==> src/rtl/seven_seg_pkg.sv <==
// Shared constants and the BCD/hex digit decode for the multiplexed seven-segment driver.
// Patterns are active-high, bit order gfedcba.
package seven_seg_pkg;

  localparam logic [6:0] SEG_OFF = 7'b0000000;

  localparam logic [6:0] PAT_0 = 7'b0111111;
  localparam logic [6:0] PAT_1 = 7'b0000110;
  localparam logic [6:0] PAT_2 = 7'b1011011;
  localparam logic [6:0] PAT_3 = 7'b1001111;
  localparam logic [6:0] PAT_4 = 7'b1100110;
  localparam logic [6:0] PAT_5 = 7'b1101101;
  localparam logic [6:0] PAT_6 = 7'b1111101;
  localparam logic [6:0] PAT_7 = 7'b0000111;
  localparam logic [6:0] PAT_8 = 7'b1111111;
  localparam logic [6:0] PAT_9 = 7'b1101111;
  localparam logic [6:0] PAT_A = 7'b1110111;
  localparam logic [6:0] PAT_B = 7'b1111100;
  localparam logic [6:0] PAT_C = 7'b0111001;
  localparam logic [6:0] PAT_D = 7'b1011110;
  localparam logic [6:0] PAT_E = 7'b1111001;
  localparam logic [6:0] PAT_F = 7'b1110001;

  // Values 10..15 are blank unless hex decoding is enabled.
  function automatic logic [6:0] decode_digit(input logic [3:0] value, input logic hex_en);
    logic [6:0] pat;
    case (value)
      4'h0:    pat = PAT_0;
      4'h1:    pat = PAT_1;
      4'h2:    pat = PAT_2;
      4'h3:    pat = PAT_3;
      4'h4:    pat = PAT_4;
      4'h5:    pat = PAT_5;
      4'h6:    pat = PAT_6;
      4'h7:    pat = PAT_7;
      4'h8:    pat = PAT_8;
      4'h9:    pat = PAT_9;
      4'hA:    pat = hex_en ? PAT_A : SEG_OFF;
      4'hB:    pat = hex_en ? PAT_B : SEG_OFF;
      4'hC:    pat = hex_en ? PAT_C : SEG_OFF;
      4'hD:    pat = hex_en ? PAT_D : SEG_OFF;
      4'hE:    pat = hex_en ? PAT_E : SEG_OFF;
      default: pat = hex_en ? PAT_F : SEG_OFF;
    endcase
    return pat;
  endfunction

endpackage

==> src/rtl/seven_seg_decoder.sv <==
// Combinational digit decoder: 4-bit value plus blank request to an active-high gfedcba pattern.
// Define SEVEN_SEG_HEX_DECODE_EN to show A..F for values 10..15; otherwise they are blank.
module seven_seg_decoder
  import seven_seg_pkg::*;
(
  input  logic [3:0] value,
  input  logic       blank,
  output logic [6:0] pattern
);

`ifdef SEVEN_SEG_HEX_DECODE_EN
  localparam logic HEX_EN = 1'b1;
`else
  localparam logic HEX_EN = 1'b0;
`endif

  assign pattern = blank ? SEG_OFF : decode_digit(value, HEX_EN);

endmodule

==> src/rtl/seven_seg_scan_n.sv <==
// N-digit multiplexed seven-segment scanner with double-buffered load, PWM brightness,
// dead time, leading-zero blanking and selectable pin polarity. All pin outputs are registered.
module seven_seg_scan_n
  import seven_seg_pkg::*;
#(
  parameter int NUM_DIGITS     = 4,
  parameter int DIV_WIDTH      = 16,
  parameter int BRIGHT_WIDTH   = 3,
  parameter int SEG_ACTIVE_LOW = 0,
  parameter int AN_ACTIVE_LOW  = 1
) (
  input  logic                      clk,
  input  logic                      reset_n,
  input  logic [4*NUM_DIGITS-1:0]   bcd_in,
  input  logic [NUM_DIGITS-1:0]     dp_in,
  input  logic                      load_valid,
  output logic                      load_ready,
  input  logic                      blank_lz,
  input  logic [BRIGHT_WIDTH-1:0]   brightness,
  output logic [6:0]                seg,
  output logic                      dp,
  output logic [NUM_DIGITS-1:0]     an,
  output logic                      frame_done
);

  localparam int IDX_W = $clog2(NUM_DIGITS);
  localparam logic [IDX_W-1:0] LAST_IDX = IDX_W'(NUM_DIGITS - 1);

  localparam logic [6:0]            SEG_INV = (SEG_ACTIVE_LOW != 0) ? 7'h7F : 7'h00;
  localparam logic                  DP_INV  = (SEG_ACTIVE_LOW != 0);
  localparam logic [NUM_DIGITS-1:0] AN_INV  = (AN_ACTIVE_LOW != 0) ? '1 : '0;

  // Scan timing
  logic [DIV_WIDTH-1:0] prescaler;
  logic [IDX_W-1:0]     idx;
  logic                 slot_end;
  logic                 frame_end;

  // Double buffer
  logic [4*NUM_DIGITS-1:0] pending_bcd;
  logic [NUM_DIGITS-1:0]   pending_dp;
  logic                    pending_full;
  logic [4*NUM_DIGITS-1:0] display_bcd;
  logic [NUM_DIGITS-1:0]   display_dp;

  // Pre-register digit path
  logic [3:0]              cur_value;
  logic                    cur_dp;
  logic                    cur_lz;
  logic                    cur_blank;
  logic [NUM_DIGITS-1:0]   an_sel;
  logic [BRIGHT_WIDTH-1:0] sub_phase;
  logic                    an_on;
  logic [6:0]              pattern;

  assign slot_end   = &prescaler;
  assign frame_end  = slot_end && (idx == LAST_IDX);
  assign load_ready = !pending_full;

  // NOTE: sequential state is assigned with non-blocking (<=) so every register samples
  // pre-edge values regardless of block ordering.
  always_ff @(posedge clk or negedge reset_n) begin
    if (!reset_n) begin
      prescaler <= '0;
      idx       <= '0;
    end else begin
      prescaler <= prescaler + DIV_WIDTH'(1);
      if (slot_end) begin
        idx <= frame_end ? '0 : idx + IDX_W'(1);
      end
    end
  end

  // NOTE: the display and pending buffers are reset as well, because a defined blank/zero
  // display and an empty pending slot after reset are part of the visible behaviour.
  always_ff @(posedge clk or negedge reset_n) begin
    if (!reset_n) begin
      pending_bcd  <= '0;
      pending_dp   <= '0;
      pending_full <= 1'b0;
      display_bcd  <= '0;
      display_dp   <= '0;
    end else if (frame_end && pending_full) begin
      // Commit only at the frame boundary; load_ready is low here, so no transfer collides.
      display_bcd  <= pending_bcd;
      display_dp   <= pending_dp;
      pending_full <= 1'b0;
    end else if (load_valid && !pending_full) begin
      pending_bcd  <= bcd_in;
      pending_dp   <= dp_in;
      pending_full <= 1'b1;
    end
  end

  // NOTE: every variable written here gets a default first so no latch is inferred.
  always_comb begin
    logic higher_zero;
    cur_value   = 4'd0;
    cur_dp      = 1'b0;
    cur_lz      = 1'b0;
    an_sel      = '0;
    higher_zero = 1'b1;
    // Walk from the most significant digit down so higher_zero means "this and all above are 0".
    for (int k = NUM_DIGITS - 1; k >= 0; k--) begin
      higher_zero = higher_zero && (display_bcd[4*k +: 4] == 4'd0);
      if (idx == IDX_W'(k)) begin
        cur_value = display_bcd[4*k +: 4];
        cur_dp    = display_dp[k];
        cur_lz    = higher_zero;
        an_sel[k] = 1'b1;
      end
    end
  end

  assign cur_blank = blank_lz && (idx != '0) && cur_lz;
  assign sub_phase = prescaler[DIV_WIDTH-1 -: BRIGHT_WIDTH];
  assign an_on     = (prescaler != '0) && (sub_phase <= brightness);

  seven_seg_decoder u_decoder (
    .value   (cur_value),
    .blank   (cur_blank),
    .pattern (pattern)
  );

  always_ff @(posedge clk or negedge reset_n) begin
    if (!reset_n) begin
      seg        <= SEG_OFF ^ SEG_INV;
      dp         <= DP_INV;
      an         <= AN_INV;
      frame_done <= 1'b0;
    end else begin
      seg        <= pattern ^ SEG_INV;
      dp         <= cur_dp ^ DP_INV;
      an         <= (an_on ? an_sel : '0) ^ AN_INV;
      frame_done <= frame_end;
    end
  end

endmodule
==> config.mk <==
export PLATFORM = sky130hd
export DESIGN_NAME = seven_seg_scan_n
export DESIGN_NICKNAME = d
export VERILOG_FILES = /design/src/rtl/seven_seg_pkg.sv /design/src/rtl/seven_seg_decoder.sv /design/src/rtl/seven_seg_scan_n.sv
export SDC_FILE = /design/constraint.sdc
export NUM_CORES = 1
export LEC_CHECK = 0
export ABC_AREA = 1
export BUFFER_PORTS_ARGS = -buffer_cell sky130_fd_sc_hd__clkbuf_2
export CORE_ASPECT_RATIO = 0.7
export CORE_MARGIN = 5
export CORE_UTILIZATION = 40
export DETAILED_ROUTE_END_ITERATION = 8
export PLACE_DENSITY = 0.58
export SLEW_MARGIN = 20
export SYNTH_ARGS = -nofsm -noshare
export SYNTH_HDL_FRONTEND = slang
export SYNTH_HIERARCHICAL = 1
export SYNTH_SLANG_ARGS = --single-unit
==> constraint.sdc <==
create_clock -name clk -period 6.4 [get_ports clk]
set_input_delay 1.28 -clock clk [delete_from_list [all_inputs] [get_ports clk]]
set_output_delay 1.28 -clock clk [all_outputs]
set_load 0.02 [all_outputs]
==> results.toml <==
[run_status]
status = "finished, final reports clean"

[global_routing]
grt_max_degree = 73
grt_pass1_vias = 2382
antenna_found_initial = 0
grt_pass1_wl_mm = 12.1
grt.overflow.total = 0
grt_use_total_pct = 14.7

[power_and_ir_drop]
power_mw = 1.01
max-vdd-ir-drop_v = 0.000153
powerDensity_nw_per_um2 = 249
p_leak_nw = 1.98

[place]
place_worst_setup_slack_ns = 3.61
io_buffer_count = 40
place.gp.congestion = 0.818
dpl.hpwl_mm = 5.05
post_dp_cell_area_um2 = 3750

[route]
drtAntennaViolNets = 0
firstDrtPassIters = 5
num_vias = 2486
drcViolationCount = 0
via_per_inst = 4.69
routed_wl_mm = 7.07
post_drt_wl_per_cell_um = 13.3
drt_iter0_drc = 144

[hold_path]
min_path_type = "flip-flop to flip-flop"

[sta]
finClkSkew_ns = 0.00500
slew_headroom_pct = 26.5
fin_crit_ns = 2.83
tns_ns = 0
drv_slew = 0
fmax_mhz = 353
period_share_pct = 44.2
tightestPinTransition_ns = 1.10
finalWorstSetupSlack_ns = 3.57
rsz0062_at_grt = "false"
finalSetupViolCount = 0
finalHoldViolCount = 0
whs_ns = 0.474

[synth]
synth.yosys.seq_area_share_pct = 52.0
yosysUniqueCellTypes = 30
postSynthAreaPerCell_um2 = 9.49
synth-seq-cells = 72
synth_area_um2 = 3470
synth_fp_nets = 407
netlist_instances = 366
ys_warn_count = 6

[final_layout]
nets = 446
final_layout_size_suffix_gt1_share_pct = 23.9
stdcell_area_um2 = 4050
diodes = 0
n_fill_cell = 797
area_growth_pct = 16.5

[clock_tree]
numCtsBuffers = 9
clockBufferDepth = 2
post-cts-setup-buffers = 0
clk_latency_ns = 0.33
cts-root-buf = "clkbuf_16"
htree_levels = 3
hold_buffers = 0
cts_resized = 0
clk_pin_slew_worst_paths_ns = 0.06
cts_tree = "done"
cts_num_sinks = 72

[die]
die_y_um = 88.0
boundaryPins = 41
start_util_pct = 41.1
die_w_um = 121
num_rows = 28
core_um2 = 8440
dieArea_um2 = 10700

[critical_path]
arrival_ns = 3.04
crit_required_ns = 6.61
path_class = "flip-flop to flip-flop"
cp-end-kind = "flip-flop"
start_kind = "flip-flop"
critPathMaxFanout = 29

[run]
cap_violations = 0
[final timing paths]
| path | start | end | slack (ns) | depth (start not counted) |
|---|---|---|---|---|
| min in group asynchronous | reset_n | pending_bcd[14] | 1.14 | 2 |
| hold reg to reg | prescaler[0] | prescaler[0] | 0.47 | 1 |
| max in group asynchronous | reset_n | prescaler[1] | 4.66 | 2 |
| setup reg to reg | idx[0] | seg[3] | 3.57 | 11 |
| setup / recovery | idx[0] | seg[3] | 3.57 | 11 |
| hold / removal | prescaler[0] | prescaler[0] | 0.47 | 1 |
[placed cells by master (no fill, tap or decap)]
cell type   Yosys  routed
a21oi_1         9       9
a31oi_1         1       1
buf_2           2       1
buf_4           0       1
bufinv_16       0       1
clkbuf_16       0       9
clkbuf_2        0      39
clkinv_2        0       2
clkinv_4        0       2
clkinvlp_4      0       2
dfrtp_1        68      68
dfstp_2         4       4
ha_1           14      14
inv_1          30      30
inv_2           2       2
mux2_2         20      20
nand2_1        82      82
nand2_2         5       5
nand2_4         1       1
nand3_1        15      15
nand3_4         1       1
nand4_1        23      23
nor2_1         33      33
nor2_2          1       1
nor2_4          2       2
nor2_8          1       1
nor3_1         13      13
o21a_1          1       1
o21ai_0        12      12
o21ai_1         1       1
o21ai_2         1       1
or2_2           3       3
xnor2_1         1       1
xor2_1          9       9
[state kept, by name (all words and copies together), names as in the netlist, 2 cells and up]
name,cells
pending_dp,4
seg,7
prescaler,16
idx,2
an,4
display_bcd,16
display_dp,4
pending_bcd,16
[critical path, stage by stage, from the launching register on]
cell     delay [ns]
dfrtp_1        0.37
ha_1           0.90
nand2_1        0.11
o21ai_0        0.19
nand2_1        0.07
a21oi_1        0.33
inv_1          0.18
ha_1           0.30
nand2_1        0.07
inv_1          0.06
nor2_1         0.10
nor2_1         0.04
[cells in the mapped netlist, drive strengths merged]
cell / instances / share of area (%)
inv: 32 / 3.5
or2: 3 / 0.54
dfrtp: 68 / 49
nand3: 16 / 2.7
o21ai: 14 / 2.1
a21oi: 9 / 1.3
nor3: 13 / 1.9
nor2: 37 / 5.0
buf: 7 / 1.7
nand4: 23 / 4.1
o21a: 1 / 0.22
mux2: 20 / 6.5
ha: 14 / 5.0
a31oi: 1 / 0.18
nand2: 88 / 10
clkbuf: 6 / 0.65
xnor2: 1 / 0.25
dfstp: 4 / 3.0
xor2: 9 / 2.3
[layout make-up]
class | count | area (um2) | area share (%)
clock buffer | 9 | 225 | 5.57
clock inverter | 7 | 72.6 | 1.79
tap | 120 | 150 | 3.71
multi-input combinational | 249 | 1460 | 36.2
sequential | 72 | 1810 | 44.7
inverter | 32 | 120 | 2.97
timing repair buffer | 41 | 208 | 5.13
[logic make-up (layout without fill, tap and decap cells)]
logic type | after synthesis | count (layout) | synth area share (%)
and+or+nand+nor | 180 | 180 | 24.3
DFF | 72 | 72 | 52.0
buffers and inverters | 45 | 89 | 5.80
AOI/OAI and AO/OA | 25 | 25 | 3.82
muxes | 20 | 20 | 6.49
adders and majority gates | 14 | 14 | 5.05
xor gates and xnor gates | 10 | 10 | 2.52
[metal layers]
layer	share of wire, %	track usage [%]
met1	55	22.2
met5	0	0
met3	5.1	5.23
met2	39	19.1
met4	1.0	5.19
[per-stage QoR]
step,instances,utilization [%]
2_1_floorplan,366,-
3_3_place_gp,514,44.4
3_5_place_dp,514,44.4
4_1_cts,530,47.9
5_1_grt,530,47.9
6_report,530,47.9
[where the power goes]
group	leakage, nW	switching, mW	total [mW]	internal, mW
clock network	0.141	0.193	0.494	0.301
registers	0.909	0.00870	0.479	0.471
logic	0.926	0.0155	0.0328	0.0173
Power figures use the tool's default switching activity.
